$ cat src/rtl/ex_mem_stage_reg.sv
// rtl/ex_mem_stage_reg.sv - EX->MEM stage register with valid/ready handshake, flush and stall counter (optional skid entry: EX_MEM_SKID_EN)
module ex_mem_stage_reg #(
    parameter int                N          = 32,
    parameter int                NUM_WORDS  = 4,
    parameter int                CTRL_W     = 10,
    parameter int                REG_ADDR_W = 5,
    parameter logic [CTRL_W-1:0] CTRL_RESET = '0,
    parameter int                CNT_W      = 16
) (
    input  logic                   clk,
    input  logic                   reset,
    input  logic                   flush,
    input  logic                   in_valid,
    output logic                   in_ready,
    input  logic [NUM_WORDS*N-1:0] in_data,
    input  logic [CTRL_W-1:0]      in_ctrl,
    input  logic [REG_ADDR_W-1:0]  in_rd,
    output logic                   out_valid,
    input  logic                   out_ready,
    output logic [NUM_WORDS*N-1:0] out_data,
    output logic [CTRL_W-1:0]      out_ctrl,
    output logic [REG_ADDR_W-1:0]  out_rd,
    output logic [CNT_W-1:0]       stall_cnt
);

    logic accept;
    logic stalled;

    assign stalled = out_valid && !out_ready;
    assign accept  = in_valid && in_ready;

    // Back-pressure accounting; saturates instead of wrapping, survives flush.
    always_ff @(posedge clk) begin
        if (reset) begin
            stall_cnt <= '0;
        end else if (stalled && (stall_cnt != {CNT_W{1'b1}})) begin
            stall_cnt <= stall_cnt + 1'b1;
        end
    end

`ifdef EX_MEM_SKID_EN
    logic                   skid_valid;
    logic [NUM_WORDS*N-1:0] skid_data;
    logic [CTRL_W-1:0]      skid_ctrl;
    logic [REG_ADDR_W-1:0]  skid_rd;

    // in_ready depends only on state and reset/flush, never on out_ready.
    assign in_ready = !reset && !flush && !skid_valid;

    // Output register plus one skid slot; skid always drains before new input.
    always_ff @(posedge clk) begin
        if (reset) begin
            out_valid  <= 1'b0;
            out_data   <= '0;
            out_ctrl   <= CTRL_RESET;
            out_rd     <= '0;
            skid_valid <= 1'b0;
            skid_data  <= '0;
            skid_ctrl  <= CTRL_RESET;
            skid_rd    <= '0;
        end else if (flush) begin
            out_valid  <= 1'b0;
            out_ctrl   <= CTRL_RESET;
            out_rd     <= '0;
            skid_valid <= 1'b0;
            skid_ctrl  <= CTRL_RESET;
            skid_rd    <= '0;
        end else if (skid_valid) begin
            if (out_ready) begin
                out_valid  <= 1'b1;
                out_data   <= skid_data;
                out_ctrl   <= skid_ctrl;
                out_rd     <= skid_rd;
                skid_valid <= 1'b0;
                skid_ctrl  <= CTRL_RESET;
                skid_rd    <= '0;
            end
        end else if (accept) begin
            if (!out_valid || out_ready) begin
                out_valid <= 1'b1;
                out_data  <= in_data;
                out_ctrl  <= in_ctrl;
                out_rd    <= in_rd;
            end else begin
                skid_valid <= 1'b1;
                skid_data  <= in_data;
                skid_ctrl  <= in_ctrl;
                skid_rd    <= in_rd;
            end
        end else if (out_valid && out_ready) begin
            out_valid <= 1'b0;
            out_ctrl  <= CTRL_RESET;
            out_rd    <= '0;
        end
    end
`else
    // Single entry: can take a new entry when empty or when the current one leaves.
    assign in_ready = !reset && !flush && (!out_valid || out_ready);

    // Load on accept, bubble on flush or drain; data word is held when emptied.
    always_ff @(posedge clk) begin
        if (reset) begin
            out_valid <= 1'b0;
            out_data  <= '0;
            out_ctrl  <= CTRL_RESET;
            out_rd    <= '0;
        end else if (flush) begin
            out_valid <= 1'b0;
            out_ctrl  <= CTRL_RESET;
            out_rd    <= '0;
        end else if (accept) begin
            out_valid <= 1'b1;
            out_data  <= in_data;
            out_ctrl  <= in_ctrl;
            out_rd    <= in_rd;
        end else if (out_valid && out_ready) begin
            out_valid <= 1'b0;
            out_ctrl  <= CTRL_RESET;
            out_rd    <= '0;
        end
    end
`endif

endmodule
$ cat config.mk
export PLATFORM = sky130hd
export DESIGN_NAME = ex_mem_stage_reg
export DESIGN_NICKNAME = d
export VERILOG_FILES = /design/src/rtl/ex_mem_stage_reg.sv
export SDC_FILE = /design/constraint.sdc
export NUM_CORES = 1
export LEC_CHECK = 0
export BUFFER_PORTS_ARGS = -buffer_cell sky130_fd_sc_hd__buf_2
export CAP_MARGIN = 20
export CORE_AREA = 2 2 119 121
export CTS_BUF_LIST = sky130_fd_sc_hd__clkbuf_2 sky130_fd_sc_hd__clkbuf_4 sky130_fd_sc_hd__clkbuf_8
export DETAILED_ROUTE_END_ITERATION = 6
export DIE_AREA = 0 0 121 123
export PLACE_DENSITY = 0.77
export SYNTH_ARGS = -nofsm -noshare
export SYNTH_HDL_FRONTEND = slang
export SYNTH_SLANG_ARGS = --single-unit
$ cat constraint.sdc
create_clock -name clk -period 2.1 [get_ports clk]
set_input_delay 0.42 -clock clk [delete_from_list [all_inputs] [get_ports clk]]
set_output_delay 0.42 -clock clk [all_outputs]
set_load 0.02 [all_outputs]
==> results by group <==
Run status
  • Status: finished clean

Synth
  • Yosys cell types: 39
  • XOR/XNOR Fraction of Synth Area: 0.001507
  • Area share of the largest cell type after synthesis: 0.5511
  • Adder-Cell Fraction of Synth Area: 0.002153
  • Top post-synthesis cells by area: dfxtp_1, nand2_1, a21oi_1, a22oi_1, buf_2
  • Syn_nets: 861
  • Top cell type by total area after synthesis: dfxtp_1
  • Mux share of post-synthesis cell area: 0.001938
  • Commonest cells in the netlist: nand2_1, dfxtp_1, a21oi_1
  • Synthesized cell area: 5812 um^2
  • Most numerous cell in the Yosys netlist: nand2_1
  • Complex-gate fraction of the synthesized area: 0.1587
  • Mapped Cells: 712
  • Synth warn: 0
  • Avg Cell Area, Syn: 8.163 um^2
  • Synth async-reset ratio: 0
  • EDFF count, synth: 0
  • Most used DFF post-synth: dfxtp_1
  • Largest family of logic cells by synthesized area: simple AND/OR/NAND/NOR gates
  • Synth Register Bits: 160
  • Synth Area in Simple Gates: 0.2338
  • Sequential fraction of the synthesis area: 0.5511

Power
  • PwrDens: 795.2 nW/um^2
  • P_leak: 3.570 nW
  • Combinational power share: 0.095
  • Design Power: 6.271 mW
  • Clk pwr share: 0.401
  • Internal Power: 4.733 mW
  • Reg power frac: 0.504
  • Sw Share: 0.2451
  • Switching pwr: 1.537 mW
  • Worst vdd ir: 0.0004620 V

Clocking
  • Longest Clk Path Bufs: 2
  • CTS buffer count: 17
  • # resized after CTS: 0
  • Clk slew on worst S/H paths: 0.09 ns
  • Worst-Skew Late Latency: 0.44 ns
  • CTS tree: built
  • Post-CTS repair timing setup buffer count: 0
  • H-tree levels: 4
  • Clock Sink Count: 160
  • Clock Tree Root: clkbuf_8
  • Post-CTS Hold Buffers: 0

Finish
  • Fin area: 7885 um^2
  • Area delta synth->final: 35.67%
  • # nets final: 1144
  • Final core utilization: 0.5793
  • Share of layout cells above drive strength 1: 0.3601

Floorplan
  • Row count: 43
  • Die area: 14880 um^2
  • Die height: 123 um
  • Core area: 13610 um^2
  • Top-level I/O count: 309
  • Die X: 121 um
  • Starting density of the core: 0.4270

Detailed routing
  • Post-DR wirelength/cell: 13.50 um
  • Drt first pass iters: 4
  • Wirelength, routed: 16.05 mm
  • Vias per std cell: 4.896
  • Met2 WL: 7.765 mm
  • Via Count: 5821
  • DRC Markers: 0
  • Initial drt markers: 344
  • Highest routed layer: met4
  • Final ANT Viol Nets: 0
  • Met1 Wirelength: 6.579 mm
  • Met3 wire length: 1.305 mm

Timing
  • Fin. Hold Viols: 0
  • Post-route minimum period: 1.877 ns
  • RSZ-0062 raised after global routing: false
  • Final setup fails: 0
  • Worst-Margin Slew: 0.6326 ns
  • Final clock skew: 0.01160 ns
  • Fmax: 0.5328 GHz
  • Rel. slew slack: 0.5783
  • Pins Over Slew Limit: 0
  • Setup TNS: 0 ns
  • Crit share post-route: 0.8938
  • Final WS setup: 0.2230 ns

Setup path
  • CP Capture Type: output port
  • Reg2Reg Launch Point: out_valid
  • Crit path from: out_valid
  • CP max FO: 5
  • CP Class: flop to output port
  • Crit path launch type: flop
  • WP data required: 1.68 ns
  • Crit path DAT: 1.46 ns
  • R2r worst-path depth: 5

GRT
  • GR Util All Layers: 0.2043
  • First-pass GRT wire length: 24.47 mm
  • Vias in the first global route: 5147
  • Total gr overflow: 0
  • Initial antenna violation count: 0
  • Largest net degree at the start of global routing: 129

Run
  • Max-cap violation count: 0

Worst hold path
  • Hold_sp: in_data[4]
  • WHS Path Cells: 3
  • HP Class: input pin to flop

Placement
  • GP Congestion: 0.7729
  • DP Wirelength: 10.94 mm
  • Area of placed instances: 7436 um^2
  • Number of port buffers: 308
  • Dpl ws: 0.2375 ns
[worst max-delay path, stage by stage, from the launching register on]
cell     delay, ns
dfxtp_1       0.37
nor2b_1       0.40
nor2_1        0.08
buf_2         0.17
[final timing paths]
| check | endpoint | slack [ns] |
|---|---|---|
| hold / removal | out_data[4] | 0.21 |
| setup / recovery | in_ready | 0.22 |
| setup reg to reg | stall_cnt[10] | 0.35 |
| hold reg to reg | out_data[95] | 0.45 |
[power groups by stage]
| stage | Sequential (mW) | Clock, mW | Combinational (mW) |
|---|---|---|---|
| 2_1_floorplan | 3.34 | 0 | 0.218 |
| 3_3_place_gp | 3.23 | 0 | 0.594 |
| 3_5_place_dp | 3.23 | 0 | 0.599 |
| 4_1_cts | 3.16 | 2.57 | 0.600 |
| 5_1_grt | 3.17 | 2.71 | 0.653 |
| 6_report | 3.16 | 2.51 | 0.599 |
[layout make-up]
class / count / area (um^2)
inverters: 2 / 7.507
repair buffers: 318 / 1669
clock buffers: 20 / 269.0
fillers: 1270 / 5727
flip-flops and latches: 160 / 3203
diodes: 1 / 2.502
clock inverters: 12 / 177.7
multi-input cells: 496 / 2331
well taps: 180 / 225.2
[layer usage]
layer  track usage  up-vias
li1              -     2930
met1        0.2447     2638
met2        0.3374      223
met3       0.06411       30
met4       0.09084        0
met5             0        -
[cells in the final DEF (no fill, tap or decap), drive strengths merged, types with 4 or more instances in the layout]
cell      n
o21ai     4
nand4     6
nand2   259
o31ai     8
a21oi   140
nand3     6
buf     318
inv       6
a22oi    15
nor2     23
clkbuf   20
bufinv    4
dfxtp   160
or4       8
[metrics by stage]
stage | hold WS [ns] | instances
2_1_floorplan | 0.5333 | 712
3_3_place_gp | 0.4381 | 1156
3_5_place_dp | 0.4432 | 1156
4_1_cts | 0.1704 | 1188
5_1_grt | 0.1730 | 1188
6_report | 0.2073 | 1189
[registers in the layout (all words and copies together), names as in the netlist]
signal	count
out_ctrl	10
out_data	128
stall_cnt	16
out_valid	1
out_rd	5
[kinds of logic (layout without fill, tap and decap cells)]
family | count (synthesis) | in the layout
and+or+nand+nor | 322 | 322
muxes | 1 | 1
other | 0 | 1
buffers and inverters | 56 | 352
DFF | 160 | 160
AOI/OAI and AO/OA | 171 | 171
xor gates and xnor gates | 1 | 1
adders and majority gates | 1 | 1
Power figures use the tool's default switching activity.
